## config.mk

```make
export PLATFORM = sky130hd
export DESIGN_NAME = writeback_unit_flat
export DESIGN_NICKNAME = d
export VERILOG_FILES = /design/src/rtl/writeback_unit_pkg.sv /design/src/rtl/writeback_unit_if.sv /design/src/rtl/writeback_unit_wb_fifo.sv /design/src/rtl/writeback_unit.sv /design/src/flat_wrapper.sv
export SDC_FILE = /design/constraint.sdc
export NUM_CORES = 1
export LEC_CHECK = 0
export ABC_CLOCK_PERIOD_IN_PS = 9500
export CAP_MARGIN = 20
export CORE_MARGIN = 3
export CORE_UTILIZATION = 35
export DETAILED_ROUTE_END_ITERATION = 10
export PLACE_DENSITY = 0.57
export SKIP_LAST_GASP = 1
export SLEW_MARGIN = 20
export SYNTH_ARGS = -nofsm -noshare
export SYNTH_HDL_FRONTEND = slang
export SYNTH_HIERARCHICAL = 1
export SYNTH_SLANG_ARGS = --single-unit
```

## constraint.sdc

```tcl
create_clock -name clk -period 9.5 [get_ports clk]
set_input_delay 2.85 -clock clk [delete_from_list [all_inputs] [get_ports clk]]
set_output_delay 2.85 -clock clk [all_outputs]
set_load 0.05 [all_outputs]
```

## src/rtl/writeback_unit_pkg.sv

```systemverilog
`default_nettype none
// ============================================================================
// Module : writeback_unit_pkg
// Brief  : Shared widths, register-file constants and FIFO entry type for the
//          writeback stage.
// Rev    : 1.0
// ============================================================================
package writeback_unit_pkg;

    localparam int c_XLEN       = 32;
    localparam int c_REG_ADDR_W = 5;
    localparam int c_REG_COUNT  = 1 << c_REG_ADDR_W;
    localparam int c_FIFO_DEPTH = 4;

    localparam logic [c_REG_ADDR_W-1:0] c_X0 = '0;

    typedef struct packed {
        logic [c_REG_ADDR_W-1:0] rd;
        logic [c_XLEN-1:0]       data;
    } wb_entry_t;

    function automatic logic is_x0(input logic [c_REG_ADDR_W-1:0] r);
        return r == c_X0;
    endfunction

endpackage
`default_nettype wire

```

## src/rtl/writeback_unit_if.sv

```systemverilog
`default_nettype none
// ============================================================================
// Module : writeback_unit_if
// Brief  : Result handshakes, issue/hazard query and register-file write port
//          of the writeback stage.
// Rev    : 1.0
// ============================================================================
interface writeback_unit_if;
    import writeback_unit_pkg::*;

    logic                    alu_valid;
    logic [c_REG_ADDR_W-1:0] alu_rd;
    logic [c_XLEN-1:0]       alu_result;
    logic                    alu_ready;
    logic                    mem_valid;
    logic [c_REG_ADDR_W-1:0] mem_rd;
    logic [c_XLEN-1:0]       mem_data;
    logic                    mem_ready;
    logic                    issue_valid;
    logic [c_REG_ADDR_W-1:0] issue_rd;
    logic                    rf_stall;
    logic [c_REG_ADDR_W-1:0] rs1;
    logic [c_REG_ADDR_W-1:0] rs2;
    logic                    rs1_busy;
    logic                    rs2_busy;
    logic [c_REG_ADDR_W-1:0] rd;
    logic [c_XLEN-1:0]       writedata;
    logic                    regwrite;

    modport master (
        output alu_valid, alu_rd, alu_result, mem_valid, mem_rd, mem_data,
               issue_valid, issue_rd, rf_stall, rs1, rs2,
        input  alu_ready, mem_ready, rs1_busy, rs2_busy, rd, writedata, regwrite
    );

    modport slave (
        input  alu_valid, alu_rd, alu_result, mem_valid, mem_rd, mem_data,
               issue_valid, issue_rd, rf_stall, rs1, rs2,
        output alu_ready, mem_ready, rs1_busy, rs2_busy, rd, writedata, regwrite
    );

endinterface
`default_nettype wire

```

## src/rtl/writeback_unit_wb_fifo.sv

```systemverilog
`default_nettype none
// ============================================================================
// Module : wb_fifo
// Brief  : Parametric synchronous FIFO (power-of-two depth) with full/empty.
// Rev    : 1.0
// ============================================================================
module wb_fifo #(
    parameter int WIDTH = 8,
    parameter int DEPTH = 4
) (
    input  logic             clk,
    input  logic             reset,
    input  logic             i_push,
    input  logic [WIDTH-1:0] i_push_data,
    input  logic             i_pop,
    output logic [WIDTH-1:0] o_pop_data,
    output logic             o_full,
    output logic             o_empty
);

    localparam int                c_PTR_W = $clog2(DEPTH);
    localparam logic [c_PTR_W:0]  c_FULL  = (c_PTR_W + 1)'(DEPTH);

    logic [WIDTH-1:0]   r_mem [DEPTH];
    logic [c_PTR_W-1:0] r_wr_ptr;
    logic [c_PTR_W-1:0] r_rd_ptr;
    logic [c_PTR_W:0]   r_count;
    logic               w_push;
    logic               w_pop;

    // Guard here too so a misbehaving caller cannot corrupt the pointers.
    assign w_push     = i_push & ~o_full;
    assign w_pop      = i_pop & ~o_empty;
    assign o_full     = (r_count == c_FULL);
    assign o_empty    = (r_count == '0);
    assign o_pop_data = r_mem[r_rd_ptr];

    always_ff @(posedge clk) begin
        if (w_push) begin
            r_mem[r_wr_ptr] <= i_push_data;
        end
    end

    always_ff @(posedge clk) begin
        if (reset) begin
            r_wr_ptr <= '0;
            r_rd_ptr <= '0;
            r_count  <= '0;
        end else begin
            if (w_push) begin
                r_wr_ptr <= r_wr_ptr + 1'b1;
            end
            if (w_pop) begin
                r_rd_ptr <= r_rd_ptr + 1'b1;
            end
            case ({w_push, w_pop})
                2'b10:   r_count <= r_count + 1'b1;
                2'b01:   r_count <= r_count - 1'b1;
                default: r_count <= r_count;
            endcase
        end
    end

endmodule
`default_nettype wire

```

## src/rtl/writeback_unit.sv

```systemverilog
`default_nettype none
// ============================================================================
// Module : writeback_unit
// Brief  : Merges ALU and load results into an in-order buffer, drives one
//          register-file write per cycle and tracks pending writes for RAW.
// Rev    : 1.0
// ============================================================================
module writeback_unit
    import writeback_unit_pkg::*;
#(
    parameter int FIFO_DEPTH = c_FIFO_DEPTH
) (
    input  logic              clk,
    input  logic              reset,
    writeback_unit_if.slave   bus
);

    logic                    w_full;
    logic                    w_empty;
    logic                    w_mem_fire;
    logic                    w_alu_fire;
    logic                    w_push;
    logic                    w_pop;
    wb_entry_t               w_push_entry;
    wb_entry_t               w_head;
    logic [c_REG_COUNT-1:0]  w_busy_next;

    logic [c_REG_COUNT-1:0]  r_busy;
    logic [c_REG_ADDR_W-1:0] r_rd;
    logic [c_XLEN-1:0]       r_writedata;
    logic                    r_regwrite;

    // Ready looks only at occupancy, never at a same-cycle pop; mem wins ties.
    assign bus.mem_ready = ~w_full;
    assign bus.alu_ready = ~w_full & ~bus.mem_valid;
    assign w_mem_fire    = bus.mem_valid & ~w_full;
    assign w_alu_fire    = bus.alu_valid & ~w_full & ~bus.mem_valid;

    // x0 results complete their handshake but are dropped here.
    assign w_push = (w_mem_fire & ~is_x0(bus.mem_rd)) |
                    (w_alu_fire & ~is_x0(bus.alu_rd));
    assign w_pop  = ~w_empty & ~bus.rf_stall;

    always_comb begin
        w_push_entry = '{rd: bus.alu_rd, data: bus.alu_result};
        if (w_mem_fire) begin
            w_push_entry = '{rd: bus.mem_rd, data: bus.mem_data};
        end
    end

    wb_fifo #(
        .WIDTH ($bits(wb_entry_t)),
        .DEPTH (FIFO_DEPTH)
    ) u_wb_fifo (
        .clk         (clk),
        .reset       (reset),
        .i_push      (w_push),
        .i_push_data (w_push_entry),
        .i_pop       (w_pop),
        .o_pop_data  (w_head),
        .o_full      (w_full),
        .o_empty     (w_empty)
    );

    // Clear before set so a same-edge issue to the popped register stays busy.
    always_comb begin
        w_busy_next = r_busy;
        if (w_pop) begin
            w_busy_next[w_head.rd] = 1'b0;
        end
        if (bus.issue_valid & ~is_x0(bus.issue_rd)) begin
            w_busy_next[bus.issue_rd] = 1'b1;
        end
    end

    always_ff @(posedge clk) begin
        if (reset) begin
            r_busy      <= '0;
            r_regwrite  <= 1'b0;
            r_rd        <= '0;
            r_writedata <= '0;
        end else begin
            r_busy     <= w_busy_next;
            r_regwrite <= w_pop;
            if (w_pop) begin
                r_rd        <= w_head.rd;
                r_writedata <= w_head.data;
            end
        end
    end

    assign bus.rd        = r_rd;
    assign bus.writedata = r_writedata;
    assign bus.regwrite  = r_regwrite;

    // The write in flight on the register-file port still counts as pending.
    assign bus.rs1_busy = ~is_x0(bus.rs1) &
                          (r_busy[bus.rs1] | (r_regwrite & (r_rd == bus.rs1)));
    assign bus.rs2_busy = ~is_x0(bus.rs2) &
                          (r_busy[bus.rs2] | (r_regwrite & (r_rd == bus.rs2)));

endmodule
`default_nettype wire

```

## src/flat_wrapper.sv

```systemverilog
// flat-port wrapper written by rule: the top's interface ports become plain ports
module writeback_unit_flat import writeback_unit_pkg::*;
#(
    parameter int FIFO_DEPTH = c_FIFO_DEPTH
)
  (clk, reset, bus_alu_valid, bus_alu_rd, bus_alu_result, bus_mem_valid, bus_mem_rd, bus_mem_data, bus_issue_valid, bus_issue_rd, bus_rf_stall, bus_rs1, bus_rs2, bus_alu_ready, bus_mem_ready, bus_rs1_busy, bus_rs2_busy, bus_rd, bus_writedata, bus_regwrite);
  writeback_unit_if bus_i ();
  input  logic clk;
  input  logic reset;
  input wire logic [$bits(bus_i.alu_valid)-1:0] bus_alu_valid;
  input wire logic [$bits(bus_i.alu_rd)-1:0] bus_alu_rd;
  input wire logic [$bits(bus_i.alu_result)-1:0] bus_alu_result;
  input wire logic [$bits(bus_i.mem_valid)-1:0] bus_mem_valid;
  input wire logic [$bits(bus_i.mem_rd)-1:0] bus_mem_rd;
  input wire logic [$bits(bus_i.mem_data)-1:0] bus_mem_data;
  input wire logic [$bits(bus_i.issue_valid)-1:0] bus_issue_valid;
  input wire logic [$bits(bus_i.issue_rd)-1:0] bus_issue_rd;
  input wire logic [$bits(bus_i.rf_stall)-1:0] bus_rf_stall;
  input wire logic [$bits(bus_i.rs1)-1:0] bus_rs1;
  input wire logic [$bits(bus_i.rs2)-1:0] bus_rs2;
  output wire logic [$bits(bus_i.alu_ready)-1:0] bus_alu_ready;
  output wire logic [$bits(bus_i.mem_ready)-1:0] bus_mem_ready;
  output wire logic [$bits(bus_i.rs1_busy)-1:0] bus_rs1_busy;
  output wire logic [$bits(bus_i.rs2_busy)-1:0] bus_rs2_busy;
  output wire logic [$bits(bus_i.rd)-1:0] bus_rd;
  output wire logic [$bits(bus_i.writedata)-1:0] bus_writedata;
  output wire logic [$bits(bus_i.regwrite)-1:0] bus_regwrite;
  assign bus_i.alu_valid = bus_alu_valid;
  assign bus_i.alu_rd = bus_alu_rd;
  assign bus_i.alu_result = bus_alu_result;
  assign bus_i.mem_valid = bus_mem_valid;
  assign bus_i.mem_rd = bus_mem_rd;
  assign bus_i.mem_data = bus_mem_data;
  assign bus_i.issue_valid = bus_issue_valid;
  assign bus_i.issue_rd = bus_issue_rd;
  assign bus_i.rf_stall = bus_rf_stall;
  assign bus_i.rs1 = bus_rs1;
  assign bus_i.rs2 = bus_rs2;
  assign bus_alu_ready = bus_i.alu_ready;
  assign bus_mem_ready = bus_i.mem_ready;
  assign bus_rs1_busy = bus_i.rs1_busy;
  assign bus_rs2_busy = bus_i.rs2_busy;
  assign bus_rd = bus_i.rd;
  assign bus_writedata = bus_i.writedata;
  assign bus_regwrite = bus_i.regwrite;
  writeback_unit #(.FIFO_DEPTH(FIFO_DEPTH)) u_core (.clk(clk), .reset(reset), .bus(bus_i));
endmodule
```

==> results of run 1 <==
==> routing by layer <==
layer | vias up | routed length [um]
li1 | 2891 | -
met1 | 3003 | 9800
met2 | 167 | 10300
met3 | 30 | 1390
met4 | 0 | 382
met5 | - | 0
==> stage by stage <==
stage	utilization (%)	worst slack, ps	hold slack, ps	total power (uW)	std cells
finish	44.6	895	454	3090	1222
global route	44.6	693	472	3260	1222
detailed placement	41.8	866	448	2230	1178
floorplan	-	1980	459	1950	709
global placement	41.8	908	444	2220	1178
CTS	44.6	858	456	3140	1222
==> power by group through the flow <==
stage	registers (uW)	clock network (uW)	logic (uW)
floorplan	1490	0	467
global placement	1370	0	853
detailed placement	1370	0	858
CTS	1350	926	860
global route	1370	970	919
finish	1350	900	845
==> cell usage after synthesis, types with 9 or more instances <==
cell and number:
mux4_1 9, nor2_1 18, edfxtp_1 148, nand2_1 114, mux4_2 39, dfxtp_1 79, buf_2 9, a21oi_1 73
mux2i_1 10, inv_1 12, clkbuf_1 21, mux2_2 39, xor2_1 9, o21ai_0 35
==> placed cells by master (no fill, tap or decap), drive strengths merged, types with 2 or more instances in the layout <==
cell type,Yosys,final
a2111oi,3,3
a21oi,73,73
a31oi,3,3
and2,4,4
and3,3,3
and3b,2,2
buf,23,7
bufinv,0,2
clkbuf,22,34
clkdlybuf4s50,0,135
clkinv,0,8
dfxtp,79,79
edfxtp,148,148
ha,5,5
inv,12,12
mux2,39,39
mux2i,10,10
mux4,48,48
nand2,114,114
nand2b,2,2
nand3,4,4
nand3b,4,4
nor2,18,18
nor2b,7,7
nor3,6,6
nor3b,8,8
nor4,3,3
o21ai,35,35
or2,2,2
or3,5,5
or4,3,3
xnor2,4,4
xor2,9,9
==> state kept, by name (all words and copies together) (netlist names), named ones only <==
register and cells:
u_core/u_wb_fifo/r_wr_ptr 2, u_core/bus.writedata 32, u_core/u_wb_fifo/r_count 3, u_core/bus.regwrite 1, u_core/r_busy 32, u_core/u_wb_fifo/r_mem 148
u_core/bus.rd 5, u_core/u_wb_fifo/r_rd_ptr 2
==> worst max-delay path: stages <==
cell and delay (ps):
clkdlybuf4s50_1 810, mux4_1 640, mux2i_1 140, mux2_2 160, nor3_1 40, or4_1 400
clkdlybuf4s50_1 710
==> kinds of logic after synthesis <==
group | share of synthesized area, %
AOI/OAI and AO/OA | 6.55
and+or+nand+nor | 9.06
xor gates and xnor gates | 1.17
DFF | 62.1
muxes | 17.1
buffers and inverters | 3.19
adders and majority gates | 0.851
==> layout make-up <==
cell class	instances	area, um^2	share of cell area, %
clock buffers	34	658	5.44
clock inverters	10	111	0.921
flip-flops and latches	227	6030	49.8
multi-input cells	425	3380	28.0
well taps	372	465	3.85
repair buffers	142	1400	11.6
inverters	12	45.0	0.372
==> worst paths after layout <==
| check | startpoint | endpoint | slack [ps] |
|---|---|---|---|
| worst max-delay path | bus_rs2[0] | bus_rs2_busy | 900 |
| worst min-delay path | u_core/bus.writedata[30] | u_core/bus.writedata[30] | 450 |
| worst max register to register | u_core/u_wb_fifo/r_count[1] | u_core/u_wb_fifo/r_count[2] | 6650 |
| worst min register to register | u_core/bus.writedata[30] | u_core/bus.writedata[30] | 450 |
==> metrics.txt, run 1 <==
outcome=completed; arrival time of the worst setup path=5750 ps; CP startpoint kind=input port; Std-Cell Core Area=0.0271 mm^2; CTS sink cnt=about 230; WS Path Type=input port to output port; H-tree levels=1; Vias per Instance=about 5.0; largest net degree at the start of global routing=80; syn_nets=between 800 and 900; switching pwr=approximately 960 uW; CTS Hold Bufs=0; GR Layer Usage met2=23.7%; Pwr Density=256 mW/mm^2; HP Class=flop to flop; CTS clock-pin slew for the worst setup and hold paths=60 ps; number of synthesized flops with an enable pin=around 150; layer carrying the most global-route usage=met2; clock share of power=just under 30%; WL/cell=about 18 um; fin nets=just over 900; Cell Rows=60; sequential-to-total area share from yosys stat=62.1%; RSZ-0062 raised after global routing=false; fin crit share=approximately nine tenths; sequential share of power=roughly 44%; gpl congestion=a little under 0.8; Max Slew Vio Count=0; Yosys top cell area share=45.8%; fill count=around 2.5k; Post-DP Area=between 0.01 and 0.015 mm^2; static leakage=about 0.0040 uW; fmax=around 0.12 GHz; vias in the first global route=6185; Cell Int Power=2130 uW; Logic pwr share=between 20% and 30%; synth top area cells=edfxtp_1 46%, dfxtp_1 16%, mux4_2 9.1%; Skew-Pair Late Insertion Delay=approximately 510 ps; Syn Area/Cell=13.7 um^2; Initial Util=between 30% and 40%; die area=0.0297 mm^2; switching share of power=a little under a third; Total GRT Usage=about 15%; MaxCap Viol Count=0; Die Span Y=172 um; Worst-Margin Slew=about 1100 ps; Post CTS Setup Buffer Count=0; max_slew headroom=a little under 30%; Tmin final=~8600 ps; Initial DRC Count=between 300 and 400; ANT cells=0; grt met3 use=2.90%; setup TNS=0 ps; setup violators final=0; FF+latch count, synth=~230; async set-reset flop share out of synthesis=0%; dpl hpwl=around 14 mm; Data required, critical path=approximately 6700 ps; share of cells above drive strength 1=between 10% and 20%; Layout Skew=12.2 ps; root cell of the clock tree=clkbuf_16; ys flop type=edfxtp_1; global-route wire length before repair=between 30 and 40 mm; Final Cell Area=0.0121 mm^2; grt ovf=0; Max VDD drop=around 0.11 mV; Die Wd=about 170 um; number of port buffers=roughly 140; Hold Vio Cnt, Final=0; CP Max Fanout=12; Post-Synthesis Cells=about 700; number of library cell types mapped by synthesis=48; number of CTS-inserted buffers=24; area delta synth->final=24.7%; TritonRoute pass-1 iters=5; number of remaining DRC errors=0; CTS tree=done; CP Capture Type=output port; total wire length=21.9 mm; Max Buffers Root-to-Sink=3; R2R cell count=11; remaining antenna violation count after routing=0; met1 GRT Util=20.2%; WHS Path Cells=2; initial antenna violation count=0; Vias=between 6k and 7k; # resized after CTS=0; Synth Cell Area=between 0.009 and 0.01 mm^2; synth warn=6; IO Pins=approximately 140; area leader, netlist=edfxtp_1
Note: power is estimated with default switching activity, not from simulation.
==> run 2: changes to the inputs <==
--- a/config.mk
+++ b/config.mk
@@ -5,11 +5,12 @@
 export SDC_FILE = /design/constraint.sdc
 export NUM_CORES = 1
 export LEC_CHECK = 0
-export ABC_CLOCK_PERIOD_IN_PS = 9500
+export ABC_CLOCK_PERIOD_IN_PS = 11000
 export CAP_MARGIN = 20
 export CORE_MARGIN = 3
 export CORE_UTILIZATION = 35
 export DETAILED_ROUTE_END_ITERATION = 10
+export GPL_TIMING_DRIVEN = 0
 export PLACE_DENSITY = 0.57
 export SKIP_LAST_GASP = 1
 export SLEW_MARGIN = 20
==> constraint.sdc (replaced) <==
create_clock -name clk -period 11 [get_ports clk]
set_input_delay 1.1 -clock clk [delete_from_list [all_inputs] [get_ports clk]]
set_output_delay 1.1 -clock clk [all_outputs]
set_load 0.05 [all_outputs]
==> run 2 against run 1 <==
Hold slack improved by 1.1 ps. First-iteration DRC count is 6.3% lower. Cell count is 3.0% higher. Count of clock-buffer cells in the layout is 1 higher. Non-clock buffer count increased by 37. Via count grew 2.1%. Largest cell class unchanged.
==> metrics.txt, run 2 (synthesized netlist as in run 1, its figures left out) <==
Post CTS Setup Buffer Count=0; CTS Hold Bufs=0; H-tree levels=1; worst path cell trace=clkdlybuf4s50_1 > buf_6 > mux4_2 > mux2i_1 > nor3b_1 > or4_1 > clkdlybuf4s50_1; Skew-Pair Late Insertion Delay=around 500 ps; vias in the first global route=~6k; dpl hpwl=16.1 mm; max_slew headroom=about two fifths; fmax=about 0.2 GHz; grt ovf=0; number of CTS-inserted buffers=24; IO Pins=137; Worst-Margin Slew=approximately 900 ps; Crit path max-delay family=buffers and inverters; outcome=completed; Top Metal Used=met4; reg2reg start=u_core/u_wb_fifo/r_count[0]; DRT met1 WL=around 10 mm; met2 wire length=between 10 and 15 mm; final worst slack=roughly 6100 ps; fill count=roughly 2.5k; crit path capture=bus_rs2_busy; Tmin final=roughly 4900 ps; arrival time of the worst setup path=3780 ps; slowest stage cell, crit path=clkdlybuf4s50_1; max reg flops=between 100 and 150; pre-CTS WS=slightly above 6000 ps; utilization after layout=45.4%; Std-Cell Core Area=0.0271 mm^2; CTS clock-pin slew for the worst setup and hold paths=about 60 ps; commonest non-fill, non-tap cell in the layout=edfxtp_1; CP peak stage delay=about 710 ps; HP Class=flop to flop; Max Slew Vio Count=0; total wire length=23.0 mm; area delta synth->final=26.8%; Initial DRC Count=310; WL/cell=~18 um; fin crit share=44.3%; die area=between 0.02 and 0.03 mm^2; Total GRT Usage=between 10% and 20%; setup TNS=0 ps; global-route wire length before repair=roughly 35 mm; CP Max Fanout=10; Max Buffers Root-to-Sink=3; Multi-input gate area=0.00337 mm^2; largest net degree at the start of global routing=26; WP buf/inv=3; Cell Rows=60; Hold Vio Cnt, Final=0; Die Span Y=around 170 um; static leakage=0.00407 uW; Vias=just over 6k; number of port buffers=between 100 and 150; share of cells above drive strength 1=15.8%; initial antenna violation count=0; Biggest register=u_core/u_wb_fifo/r_mem; Max VDD drop=0.108 mV; CP startpoint kind=input port; MaxCap Viol Count=0; setup violators final=0; CTS tree=done; CTS sink cnt=between 200 and 250; ANT cells=0; TritonRoute pass-1 iters=5; root cell of the clock tree=clkbuf_16; CP Capture Type=output port; Layout Skew=around 7.5 ps; fin nets=a little under 1k; R2R Setup Slk=7560 ps; Crit path depth=7; R2R cell count=14; Final Total Pwr=2700 uW; remaining antenna violation count after routing=0; Setup crit start=bus_rs2[2]; Seq. cell area=0.00603 mm^2; Initial Util=between 30% and 40%; routed wl met3=about 1.2 mm; RSZ-0062 raised after global routing=false; number of remaining DRC errors=0; Vias per Instance=4.94; CP dominant cell by count=clkdlybuf4s50_1; RR Endpoint=u_core/u_wb_fifo/r_count[2]; WS Path Type=input port to output port; gpl congestion=about 0.8; most frequent cells in the layout=148 x edfxtp_1, 130 x clkdlybuf4s50_1, 114 x nand2_1; Data required, critical path=between 9000 and 10000 ps; Die Wd=about 170 um; Pwr Density=around 220 mW/mm^2; # resized after CTS=0
## run 2: cell types whose count changed in the layout (fill, tap and decap cells not counted), sizes merged
cell / change
bufinv: -1
clkinvlp: +1
buf: +20
clkinv: -1
clkdlybuf4s50: -5
clkbuf: +23
## run 2: final cells by class
class                   count  area share [%]
flip-flops and latches    227            49.0
multi-input cells         425            27.4
repair buffers            134            11.2
clock buffers              35            5.47
well taps                 372            3.79
plain buffers              45            2.15
clock inverters             9           0.539
inverters                  12           0.366
## run 2: worst reg2reg max path, cell delays in order, from the launching register on
cell and delay, ps:
dfxtp_1 440, nor3_1 110, or2_2 280, clkbuf_1 170, inv_1 110, buf_2 250, buf_1 490, o31ai_1 210
inv_1 90, ha_1 180, inv_1 60, fa_1 370, xor2_1 170, or3_1 300, a21oi_1 130
## run 2: power breakdown
part / leakage (uW) / switching, uW / internal, uW
combinational: 0.00170 / 474 / 312
clock: 0.000356 / 306 / 446
sequential: 0.00201 / 59.4 / 1100
## run 2: worst min path at each step
stage                             start                        to  slack, ps  cells past startpoint
2_1_floorplan         u_core/r_busy[17]         u_core/r_busy[17]        460                      2
3_3_place_gp   u_core/bus.writedata[30]  u_core/bus.writedata[30]        450                      2
3_5_place_dp   u_core/bus.writedata[10]  u_core/bus.writedata[10]        450                      2
4_1_cts        u_core/bus.writedata[10]  u_core/bus.writedata[10]        460                      2
5_1_grt         u_core/bus.writedata[8]   u_core/bus.writedata[8]        480                      2
6_report       u_core/bus.writedata[10]  u_core/bus.writedata[10]        460                      2
## run 2: layer usage
layer | vias to the layer above | global-route usage, %
li1 | 2979 | -
met1 | 3044 | 21.2
met2 | 168 | 25.6
met3 | 29 | 2.42
met4 | 0 | 3.54
met5 | - | 0
## run 2: per-stage QoR
| step | hold WS, ps | area (um^2) | std cells |
|---|---|---|---|
| 2_1_floorplan | 459 | 9700 | 709 |
| 3_3_place_gp | 445 | 11500 | 1211 |
| 3_5_place_dp | 450 | 11600 | 1215 |
| 4_1_cts | 458 | 12300 | 1259 |
| 5_1_grt | 477 | 12300 | 1259 |
| 6_report | 455 | 12300 | 1259 |
